[src/rtl/jk_drive_ctrl_if.sv]
// Request/drive/feedback bundle between a JK-bank controller and its client.
// The slave side is the controller; the master side issues requests and owns the bank.
interface jk_drive_ctrl_if #(
   parameter int WIDTH = 8
);
   logic             tgt_valid;
   logic             tgt_ready;
   logic [1:0]       tgt_mode;
   logic [WIDTH-1:0] tgt_data;
   logic [WIDTH-1:0] q_fb;
   logic [WIDTH-1:0] j;
   logic [WIDTH-1:0] k;
   logic             busy;
   logic             done;
   logic             err;
   logic [WIDTH-1:0] err_bits;

   modport slave (
      input  tgt_valid, tgt_mode, tgt_data, q_fb,
      output tgt_ready, j, k, busy, done, err, err_bits
   );

   modport master (
      output tgt_valid, tgt_mode, tgt_data, q_fb,
      input  tgt_ready, j, k, busy, done, err, err_bits
   );
endinterface

[src/rtl/jk_drive_ctrl.sv]
// Drives a WIDTH-bit JK flip-flop bank to a requested value, verifies via q_fb, retries up to MAX_RETRY.
// Optional JK_STICKY_ERR_EN: err stays high from the failing check until the next accepted request.
module jk_drive_ctrl #(
   parameter int WIDTH     = 8,
   parameter int MAX_RETRY = 3
) (
   input  logic            clk,
   input  logic            rst,
   jk_drive_ctrl_if.slave  bus
);
   localparam int            RW   = (MAX_RETRY > 0) ? $clog2(MAX_RETRY + 1) : 1;
   localparam logic [RW-1:0] RMAX = RW'(MAX_RETRY);

   typedef enum logic [1:0] {IDLE, DRIVE, CHECK} state_t;

   localparam logic [1:0] M_LOAD   = 2'b00;
   localparam logic [1:0] M_TOGGLE = 2'b01;
   localparam logic [1:0] M_CLEAR  = 2'b10;

   state_t           state, state_n;
   logic [WIDTH-1:0] tgt, tgt_n, t_new;
   logic [RW-1:0]    retry, retry_n;
   logic [WIDTH-1:0] j_r, j_n, k_r, k_n;
   logic             done_r, done_n, err_r, err_n;
   logic [WIDTH-1:0] err_bits_r, err_bits_n;

   always_ff @(posedge clk) begin
      if (!rst) begin
         state      <= IDLE;
         tgt        <= '0;
         retry      <= '0;
         j_r        <= '0;
         k_r        <= '0;
         done_r     <= 1'b0;
         err_r      <= 1'b0;
         err_bits_r <= '0;
      end else begin
         state      <= state_n;
         tgt        <= tgt_n;
         retry      <= retry_n;
         j_r        <= j_n;
         k_r        <= k_n;
         done_r     <= done_n;
         err_r      <= err_n;
         err_bits_r <= err_bits_n;
      end
   end

   // j/k are derived per bit from the target and current Q, so they can never both be set.
   always_comb begin
      state_n    = state;
      tgt_n      = tgt;
      retry_n    = retry;
      j_n        = '0;
      k_n        = '0;
      done_n     = 1'b0;
`ifdef JK_STICKY_ERR_EN
      err_n      = err_r;
`else
      err_n      = 1'b0;
`endif
      err_bits_n = err_bits_r;
      t_new      = bus.q_fb;
      case (state)
         IDLE: begin
            if (bus.tgt_valid) begin
               case (bus.tgt_mode)
                  M_LOAD:   t_new = bus.tgt_data;
                  M_TOGGLE: t_new = bus.q_fb ^ bus.tgt_data;
                  M_CLEAR:  t_new = '0;
                  default:  t_new = bus.q_fb;
               endcase
               tgt_n   = t_new;
               retry_n = '0;
               j_n     = t_new & ~bus.q_fb;
               k_n     = ~t_new & bus.q_fb;
               state_n = DRIVE;
               err_n   = 1'b0;
            end
         end
         DRIVE: state_n = CHECK;
         CHECK: begin
            if (bus.q_fb == tgt) begin
               state_n = IDLE;
               done_n  = 1'b1;
            end else if (retry < RMAX) begin
               retry_n = retry + 1'b1;
               j_n     = tgt & ~bus.q_fb;
               k_n     = ~tgt & bus.q_fb;
               state_n = DRIVE;
            end else begin
               state_n    = IDLE;
               err_n      = 1'b1;
               err_bits_n = bus.q_fb ^ tgt;
            end
         end
         default: state_n = IDLE;
      endcase
   end

   assign bus.tgt_ready = (state == IDLE);
   assign bus.busy      = (state != IDLE);
   assign bus.j         = j_r;
   assign bus.k         = k_r;
   assign bus.done      = done_r;
   assign bus.err       = err_r;
   assign bus.err_bits  = err_bits_r;
endmodule
[src/flat_wrapper.sv]
// flat-port wrapper written by rule: the top's interface ports become plain ports
module jk_drive_ctrl_flat 
#(
   parameter int WIDTH     = 8,
   parameter int MAX_RETRY = 3
)
  (clk, rst, bus_tgt_valid, bus_tgt_mode, bus_tgt_data, bus_q_fb, bus_tgt_ready, bus_j, bus_k, bus_busy, bus_done, bus_err, bus_err_bits);
  jk_drive_ctrl_if #(.WIDTH(WIDTH)) bus_i ();
  input  logic clk;
  input  logic rst;
  input wire logic [$bits(bus_i.tgt_valid)-1:0] bus_tgt_valid;
  input wire logic [$bits(bus_i.tgt_mode)-1:0] bus_tgt_mode;
  input wire logic [$bits(bus_i.tgt_data)-1:0] bus_tgt_data;
  input wire logic [$bits(bus_i.q_fb)-1:0] bus_q_fb;
  output wire logic [$bits(bus_i.tgt_ready)-1:0] bus_tgt_ready;
  output wire logic [$bits(bus_i.j)-1:0] bus_j;
  output wire logic [$bits(bus_i.k)-1:0] bus_k;
  output wire logic [$bits(bus_i.busy)-1:0] bus_busy;
  output wire logic [$bits(bus_i.done)-1:0] bus_done;
  output wire logic [$bits(bus_i.err)-1:0] bus_err;
  output wire logic [$bits(bus_i.err_bits)-1:0] bus_err_bits;
  assign bus_i.tgt_valid = bus_tgt_valid;
  assign bus_i.tgt_mode = bus_tgt_mode;
  assign bus_i.tgt_data = bus_tgt_data;
  assign bus_i.q_fb = bus_q_fb;
  assign bus_tgt_ready = bus_i.tgt_ready;
  assign bus_j = bus_i.j;
  assign bus_k = bus_i.k;
  assign bus_busy = bus_i.busy;
  assign bus_done = bus_i.done;
  assign bus_err = bus_i.err;
  assign bus_err_bits = bus_i.err_bits;
  jk_drive_ctrl #(.WIDTH(WIDTH), .MAX_RETRY(MAX_RETRY)) u_core (.clk(clk), .rst(rst), .bus(bus_i));
endmodule
[config.mk]
export PLATFORM = sky130hd
export DESIGN_NAME = jk_drive_ctrl_flat
export DESIGN_NICKNAME = d
export VERILOG_FILES = /design/src/rtl/jk_drive_ctrl_if.sv /design/src/rtl/jk_drive_ctrl.sv /design/src/flat_wrapper.sv
export SDC_FILE = /design/constraint.sdc
export NUM_CORES = 1
export LEC_CHECK = 0
export ABC_AREA = 1
export CELL_PAD_IN_SITES_DETAIL_PLACEMENT = 1
export CELL_PAD_IN_SITES_GLOBAL_PLACEMENT = 1
export CORE_MARGIN = 2
export CORE_UTILIZATION = 38
export DETAILED_ROUTE_END_ITERATION = 12
export PLACE_DENSITY = 0.92
export SLEW_MARGIN = 20
export SYNTH_ARGS = -nofsm -noshare
export SYNTH_HDL_FRONTEND = slang
export SYNTH_SLANG_ARGS = --single-unit
[constraint.sdc]
create_clock -name clk -period 3.9 [get_ports clk]
set_clock_uncertainty 0.05 [all_clocks]
set_input_delay 0.78 -clock clk [delete_from_list [all_inputs] [get_ports clk]]
set_output_delay 0.78 -clock clk [all_outputs]
set_load 0.05 [all_outputs]
==> metrics.csv, run 1 <==
metric,value,unit
setup bufs post-CTS,0,
die height,76.4,um
vias in the first global route,1978,
routed wl met2,2780,um
final setup vio count,0,
initial antenna violation count,0,
DR WL/cell,15.2,um
antenna cells,0,
worst-case clock buffer depth,2,
hold crit path type,reg2reg,
TritonCTS Sinks,38,
Die X,76.4,um
Lkg Pwr,1.00,nW
Worst Path Required,4060,ps
DR top layer,met4,
Routed Antenna Nets,0,
Max-Cap Viols,0,
Sum Neg Setup Slack,0,ps
Final HPWL DP,3790,um
# resized after CTS,0,
Synth Warn #,0,
"Hold Vio Cnt, Final",0,
CP Class,in2reg,
vias,1906,
Mapped Cells,251,
row count,26,
relative slew slack,32.7,%
VDD IR max,0.217,mV
PD cells,344,mW/mm2
Area Overhead vs Synth,28.2,%
pin count of the biggest net entering global routing,32,
drt pass-1 iters,4,
Reg2Reg Setup Slack,1920,ps
Synth Flop Type,dfxtp_1,
vias per cell,5.24,
core area,0.00507,mm2
DP Area,0.00246,mm2
gr usage total,19.7,%
cell accounting for the most synthesized area,dfxtp_1,
fmax,367,MHz
share of cells above drive strength 1,5.44,%
Metal-1 WL,2480,um
Die ar.,0.00583,mm2
run status,finished clean,
Slew Limit Fails,0,
grt ovf,0,
initial core utilization,39.2,%
#FFs+latches synth,38,
syn avg cell area,7.93,um2
residual DRC count,0,
CTS Buf Count,5,
CTS root buf,clkbuf_8,
Reg2Reg Depth,4,
Clock Latency Late Sink,300,ps
Port-buffer cells,48,
CP startpoint kind,input pin,
min cycle time layout,2720,ps
TritonCTS clock tree,done,
CP Capture Type,flop,
hold buffers post-CTS,0,
commonest cells in the netlist,"39 x nand2_1, 38 x dfxtp_1, 35 x nand4_1",
Final nets,331,
fin crit share,69.8,%
"count leader, synth",nand2_1,
Initial DRC Count,72,
RSZ-0062 raised after global routing,false,
Post-synth EDFFs,0,
Yosys cell types,26,
Clock Pin Slew Worst Setup and Hold Paths,70,ps
I/O pins,49,
Post-synth ARST share,0,%
Yosys top cell area share,38.2,%
htree depth,2,
WL final,5540,um
hold path depth,2,
Slew @ Worst Pin,1010,ps
met3 wire len,201,um
crit path max fanout,26,
Finished Cell Area,0.00255,mm2
top post-synthesis cells by area,"dfxtp_1 38%, nand4_1 11%, ha_1 11%",
mapped cell area,0.00199,mm2
gpl congestion,0.781,
"Seq/Total Area, Yosys",38.2,%
critical path data arrival time,2880,ps
first-pass GRT wire length,9320,um
Synth Net Count,289,
worst max-delay path, cell delays in order:
cell and delay (ps):
clkdlybuf4s50_1 570, inv_1 90, ha_1 330, nand2_1 60, nor2_1 210, nand2_2 360, nand3_4 240, nand2_1 90
a21oi_1 140
layout by cell type, fill, tap and decap left out, drive strengths merged:
cell type      instances
clkdlybuf4s50         48
nand2                 42
dfxtp                 38
nand4                 35
inv                   31
a21oi                 28
nand3                 18
ha                    17
nor2                  10
o21ai                  8
clkbuf                 7
a31oi                  6
clkinv                 3
xor2                   2
nor3                   1
flip-flops by register name (all words and copies together) (netlist names):
register	cells
u_core.bus.done	1
u_core.bus.err	1
u_core.bus.err_bits	8
u_core.bus.j	8
u_core.bus.k	8
u_core.retry	2
u_core.state	2
u_core.tgt	8
report_power, final:
group / total [mW] / internal, mW / switching (mW)
Clock: 0.287 / 0.143 / 0.145
Sequential: 0.413 / 0.403 / 0.00967
Combinational: 0.178 / 0.0641 / 0.114
worst paths after layout:
| path | start | end |
|---|---|---|
| max | bus_q_fb[0] | u_core.bus.err_bits[3] |
| min | u_core.bus.err_bits[7] | u_core.bus.err_bits[7] |
| max reg2reg | u_core.retry[0] | u_core.bus.j[2] |
| min reg2reg | u_core.bus.err_bits[7] | u_core.bus.err_bits[7] |
per-layer routing:
metal | vias up | GRT usage, %
met2 | 33 | 34.7
met5 | - | 0
met4 | 0 | 6.91
li1 | 944 | -
met1 | 919 | 23.2
met3 | 10 | 4.86
layout make-up:
| type | instances | area [um2] |
|---|---|---|
| Tap cell | 70 | 87.6 |
| Clock inverter | 1 | 5.00 |
| Inverter | 33 | 136 |
| Clock buffer | 7 | 86.3 |
| Multi-Input combinational cell | 167 | 995 |
| Sequential cell | 38 | 761 |
| Fill cell | 648 | 2520 |
| Timing Repair Buffer | 48 | 480 |
stage by stage:
step           power (mW)  setup WS (ps)  hold slack (ps)  util (%)  instances
2_1_floorplan       0.538           1960              393         -        251
3_3_place_gp        0.591           1050              405      48.5        356
3_5_place_dp        0.598            958              416      48.5        356
4_1_cts             0.879           1190              427      50.3        364
5_1_grt             0.918           1000              467      50.3        364
6_report            0.878           1180              427      50.3        364
kinds of logic after synthesis:
group                      synth area share [%]
and+or+nand+nor                            27.5
buffers and inverters                      11.8
AOI/OAI and AO/OA                          10.9
DFF                                        38.2
adders and majority gates                  10.7
xor gates and xnor gates                  0.881
Note: power is estimated with default switching activity, not from simulation.
==> run 2, diff against run 1 <==
--- a/config.mk
+++ b/config.mk
@@ -9,9 +9,9 @@
 export CELL_PAD_IN_SITES_DETAIL_PLACEMENT = 1
 export CELL_PAD_IN_SITES_GLOBAL_PLACEMENT = 1
 export CORE_MARGIN = 2
-export CORE_UTILIZATION = 38
+export CORE_UTILIZATION = 32
 export DETAILED_ROUTE_END_ITERATION = 12
-export PLACE_DENSITY = 0.92
+export PLACE_DENSITY = 0.83
 export SLEW_MARGIN = 20
 export SYNTH_ARGS = -nofsm -noshare
 export SYNTH_HDL_FRONTEND = slang
==> constraint.sdc (replaced) <==
create_clock -name clk -period 2.4 [get_ports clk]
set_clock_uncertainty 0.05 [all_clocks]
set_input_delay 0.48 -clock clk [delete_from_list [all_inputs] [get_ports clk]]
set_output_delay 0.48 -clock clk [all_outputs]
set_load 0.05 [all_outputs]
==> run 2 against run 1 <==
Against the previous run:
- hold slack got worse by 7.0 ps
- sequential share of layout area shrank 1.7 points
- power rose by 66%
- global-route usage decreased by 1.9 points
- combinational power up 78%
- via count grew 4.5%
- critical endpoint is now bus_busy
==> metrics.csv, run 2 (synthesis gave the netlist of run 1 again) <==
metric,value,unit,change
RSZ-0062 raised after global routing,false,,
TritonCTS clock tree,done,,
setup bufs post-CTS,0,,unchanged
DR WL/cell,15.6,um,+2.9%
utilization after layout,45.4,%,-4.9 points
DP Area,0.00261,mm2,+6.2%
TritonCTS Sinks,38,,unchanged
Sum Neg Setup Slack,0,ps,unchanged
Die ar.,0.00686,mm2,+18%
Area Overhead vs Synth,35.8,%,
CP Capture Type,output pin,,
cell-internal power,1.01,mW,+65%
Clock Latency Late Sink,300,ps,about the same
Sequential Power Share,46.0,%,-1.0 points
run status,finished clean,,
Slew @ Worst Pin,512,ps,-497 ps
vias per cell,5.17,,-1.2%
Slew Limit Fails,0,,unchanged
NetSw,449,uW,+68%
crit path max fanout,4,,-85%
htree depth,2,,unchanged
CTS Buf Count,5,,unchanged
residual DRC count,0,,unchanged
WL final,6030,um,+8.8%
Port-buffer cells,48,,unchanged
grt ovf,0,,unchanged
Clk pwr share,32.3,%,-0.4 points
pin count of the biggest net entering global routing,29,,-9.4%
# resized after CTS,0,,unchanged
Lkg Pwr,1.09,nW,+8.7%
hold crit path type,reg2reg,,
share of cells above drive strength 1,10.3,%,+4.9 points
drt pass-1 iters,4,,unchanged
worst-case clock buffer depth,2,,unchanged
Finished Cell Area,0.00270,mm2,+5.9%
final setup vio count,0,,unchanged
vias,1991,,+4.5%
CP startpoint kind,flop,,
antenna cells,0,,unchanged
gr usage total,17.8,%,-1.9 points
relative slew slack,65.8,%,+33 points
Max-Cap Viols,0,,unchanged
critical path data arrival time,1650,ps,-1230 ps
Initial DRC Count,85,,+18%
vias in the first global route,2061,,+4.2%
Worst Path Required,1870,ps,-2190 ps
min cycle time layout,2180,ps,
switching share of power,30.8,%,+0.30 points
hold buffers post-CTS,0,,unchanged
Placed Cells,377,,+5.9%
PD cells,539,mW/mm2,+57%
initial antenna violation count,0,,unchanged
Die X,82.8,um,+8.5%
"most common cell after layout, fill and taps aside",clkdlybuf4s50_1,,
"commonest cells after routing, fill and taps aside","48 x clkdlybuf4s50_1, 39 x nand2_1, 38 x dfxtp_1",,
I/O pins,49,,unchanged
first-pass GRT wire length,9850,um,+5.7%
core area,0.00596,mm2,+17%
Final Non-Filler Cells,385,,+5.8%
Clock Pin Slew Worst Setup and Hold Paths,80,ps,about the same
CP Class,reg2out,,
CTS root buf,clkbuf_8,,
VDD IR max,0.248,mV,+14%
Gate power share,21.7,%,+1.4 points
"Hold Vio Cnt, Final",0,,unchanged
gpl congestion,0.872,,+12%
fin crit share,90.7,%,
Final nets,347,,+4.8%
initial core utilization,33.4,%,-5.8 points
row count,28,,+7.7%
fmax,459,MHz,
Final HPWL DP,4420,um,+17%
Routed Antenna Nets,0,,unchanged
die height,82.8,um,+8.5%
[run 2: final cells by class]
| cell class | count | area, um2 |
|---|---|---|
| Tap cell | 75 | 93.8 |
| Inverter | 33 | 136 |
| Sequential cell | 38 | 761 |
| Clock buffer | 7 | 86.3 |
| Clock inverter | 1 | 5.00 |
| Timing Repair Buffer | 64 | 626 |
| Fill cell | 749 | 3250 |
| Multi-Input combinational cell | 167 | 995 |
[run 2: worst paths after layout]
| check | from | endpoint | slack (ps) | cells past startpoint |
|---|---|---|---|---|
| worst max-delay path | u_core.state[1] | bus_busy | 220 | 3 |
| worst min-delay path | u_core.bus.err_bits[5] | u_core.bus.err_bits[5] | 420 | 2 |
| worst max register to register | u_core.tgt[4] | u_core.bus.j[5] | 720 | 7 |
| worst min register to register | u_core.bus.err_bits[5] | u_core.bus.err_bits[5] | 420 | 2 |
[run 2: through the flow]
stage | setup slack [ps] | hold WS [ps] | total power [mW]
after floorplan | 756 | 393 | 0.874
final | 224 | 420 | 1.46
after detailed placement | 15.3 | 414 | 0.997
after CTS | 210 | 426 | 1.46
after global placement | 116 | 404 | 0.985
after global routing | 142 | 441 | 1.52
[run 2: power by group through the flow]
stage	sequential, mW	clock [mW]	combinational (mW)
after floorplan	0.715	0	0.159
after global placement	0.683	0	0.301
after detailed placement	0.685	0	0.312
after CTS	0.670	0.477	0.316
after global routing	0.673	0.509	0.343
final	0.670	0.471	0.316
[run 2: worst max-delay path: stages, from the launching register on]
cell             delay, ps
dfxtp_1                430
inv_1                   60
nand2_1                 60
clkdlybuf4s50_1        790
[run 2: metal layers]
metal | vias to the layer above | track usage, % | routed length (um)
met4 | 0 | 6.56 | 87
met1 | 975 | 19.7 | 2590
met3 | 6 | 3.88 | 157
met5 | - | 0 | 0
met2 | 36 | 32.9 | 3190
li1 | 974 | - | -
==> run 3, diff against run 2 <==
--- a/config.mk
+++ b/config.mk
@@ -11,6 +11,7 @@
 export CORE_MARGIN = 2
 export CORE_UTILIZATION = 32
 export DETAILED_ROUTE_END_ITERATION = 12
+export MAX_ROUTING_LAYER = met4
 export PLACE_DENSITY = 0.83
 export SLEW_MARGIN = 20
 export SYNTH_ARGS = -nofsm -noshare
==> constraint.sdc (replaced) <==
create_clock -name clk -period 2.4 [get_ports clk]
set_clock_uncertainty 0.05 [all_clocks]
set_input_delay 0.48 -clock clk [delete_from_list [all_inputs] [get_ports clk]]
set_output_delay 0.48 -clock clk [all_outputs]
set_load 0.1 [all_outputs]
==> run 3 against run 2 <==
Against the previous run:
- critical path depth up 6
- combinational power rose by 11%
- largest cell class unchanged
- power increased by 8.6%
- critical path type is now in2reg
- cell area down 2.8%
- die area unchanged
- clock-buffer cell count down 2
- wire length down 6.0%
- hold slack better by 0.62 ps
- core utilization is 1.3 points lower
- first-iteration DRC count up 31%
- register-to-register slack gained 40 ps
- cell count fell by 0.52%
==> metrics.csv, run 3 (synthesis gave the netlist of run 1 again) <==
metric,value,unit,change
Slew @ Worst Pin,349,ps,-162 ps
core area,0.00596,mm2,unchanged
switching share of power,32.0,%,+1.2 points
DR WL/cell,14.8,um,-5.6%
Clk pwr share,35.4,%,+3.1 points
CP startpoint kind,input pin,,
gpl congestion,0.806,,-7.6%
CTS Buf Count,5,,unchanged
I/O pins,49,,unchanged
setup bufs post-CTS,0,,unchanged
area of the multi-input gates,995,um2,unchanged
hold crit path type,reg2reg,,
Clock Latency Late Sink,300,ps,about the same
Die X,82.8,um,unchanged
Final nets,345,,-0.58%
Worst Path Required,2530,ps,+660 ps
pin count of the biggest net entering global routing,29,,unchanged
first-pass GRT wire length,9610,um,-2.5%
"most common cell after layout, fill and taps aside",buf_4,,
WL final,5660,um,-6.0%
CP Class,in2reg,,
CP Capture Point,u_core.bus.j[7],,
"commonest cells after routing, fill and taps aside","41 x buf_4, 39 x nand2_1, 38 x dfxtp_1",,
# resized after CTS,0,,unchanged
Die ar.,0.00686,mm2,unchanged
critical path startpoint,bus_q_fb[6],,
hold buffers post-CTS,0,,unchanged
min cycle time layout,2100,ps,-79.7 ps
worst-case clock buffer depth,2,,unchanged
vias in the first global route,2052,,-0.44%
run status,finished clean,,
fin crit share,87.4,%,-3.3 points
Fillers,770,,+2.8%
CP Capture Type,flop,,
Routed Antenna Nets,0,,unchanged
grt ovf,0,,unchanged
crit path max fanout,12,,+8
pre-CTS setup slack,8.04,ps,-7.27 ps
row count,28,,unchanged
Reg2Reg Setup Slack,760,ps,+40 ps
Gate power share,22.2,%,+0.5 points
TritonCTS Sinks,38,,unchanged
Final HPWL DP,4180,um,-5.4%
Area Overhead vs Synth,32.1,%,
storage element area,761,um2,unchanged
share of cells above drive strength 1,19.2,%,+8.8 points
Clock Pin Slew Worst Setup and Hold Paths,80,ps,about the same
fin worst setup slack,303,ps,+79.7 ps
Slew Limit Fails,0,,unchanged
TritonCTS clock tree,done,,
vias,1971,,-1.0%
antenna cells,0,,unchanged
Crit Reg-Reg Startpoint,u_core.tgt[4],,
drt pass-1 iters,4,,unchanged
final setup vio count,0,,unchanged
initial core utilization,33.4,%,unchanged
WHS,421,ps,+0.620 ps
Lkg Pwr,1.13,nW,+3.5%
gr usage total,17.3,%,-0.45 points
RSZ-0062 raised after global routing,false,,
cell-internal power,1.08,mW,+6.8%
die height,82.8,um,unchanged
Port-buffer cells,48,,unchanged
htree depth,2,,unchanged
residual DRC count,0,,unchanged
reg-to-reg endpoint,u_core.bus.j[7],,
critical path data arrival time,2230,ps,+580 ps
Max-Cap Viols,0,,unchanged
relative slew slack,76.7,%,+11 points
fmax,477,MHz,+3.8%
NetSw,506,uW,+13%
CTS root buf,clkbuf_8,,
VDD IR max,0.252,mV,+1.8%
vias per cell,5.15,,-0.49%
initial antenna violation count,0,,unchanged
Sum Neg Setup Slack,0,ps,unchanged
"Hold Vio Cnt, Final",0,,unchanged
PD cells,602,mW/mm2,+12%
Initial DRC Count,111,,+31%
Sequential Power Share,42.3,%,-3.7 points
Reg2Reg Depth,7,,unchanged
==> run 3: changes by cell type in the layout (fill, tap and decap cells not counted), sizes merged <==
| cell | previous run | this run |
|---|---|---|
| clkdlybuf4s50 | 48 | 20 |
| buf | 16 | 42 |
| clkbuf | 7 | 5 |
| clkinvlp | 0 | 2 |
| bufinv | 0 | 1 |
| clkinv | 3 | 2 |
==> run 3: through the flow <==
step | cell area, um2 | util (%) | cells | total power, mW
6_report | 2630 | 44.1 | 383 | 1.58
4_1_cts | 2630 | 44.1 | 383 | 1.60
3_3_place_gp | 2510 | 42.2 | 375 | 1.03
3_5_place_dp | 2510 | 42.2 | 375 | 1.04
2_1_floorplan | 1990 | - | 251 | 0.925
5_1_grt | 2630 | 44.1 | 383 | 1.66
==> run 3: per-layer routing <==
layer  vias to the layer above  track usage (%)  wire, um
met2                        52             31.0      2920
met3                         9             3.88       253
li1                        971                -         -
met5                         -                -         0
met1                       939             19.0      2410
met4                         0             5.51        78
==> run 3: critical path, stage by stage <==
cell,delay [ps]
clkdlybuf4s50_1,530
inv_1,90
ha_1,320
nand2_1,70
nor2_1,210
nand2_2,130
buf_4,200
nand4_1,100
a21oi_1,80
==> run 3: worst min path at each step <==
stage / start / to / cells after the start
5_1_grt: u_core.retry[1] / u_core.retry[1] / 2
3_3_place_gp: u_core.retry[1] / u_core.retry[1] / 2
4_1_cts: u_core.bus.err_bits[6] / u_core.bus.err_bits[6] / 2
3_5_place_dp: u_core.bus.err_bits[7] / u_core.bus.err_bits[7] / 2
6_report: u_core.bus.err_bits[6] / u_core.bus.err_bits[6] / 2
2_1_floorplan: u_core.retry[1] / u_core.retry[1] / 2
==> run 3: area by class of cell <==
| type | instances | area share (%) |
|---|---|---|
| inverter | 33 | 5.19 |
| timing repair buffer | 62 | 20.1 |
| multi-input combinational | 167 | 37.9 |
| tap | 75 | 3.57 |
| clock buffer | 5 | 2.62 |
| sequential | 38 | 29.0 |
| clock inverter | 3 | 1.71 |
==> run 3: power by group through the flow <==
| stage | logic [mW] | clock network (mW) | registers, mW |
|---|---|---|---|
| finish | 0.352 | 0.561 | 0.670 |
| global route | 0.382 | 0.603 | 0.673 |
| CTS | 0.354 | 0.572 | 0.670 |
| detailed placement | 0.352 | 0 | 0.685 |
| global placement | 0.343 | 0 | 0.684 |
| floorplan | 0.174 | 0 | 0.751 |
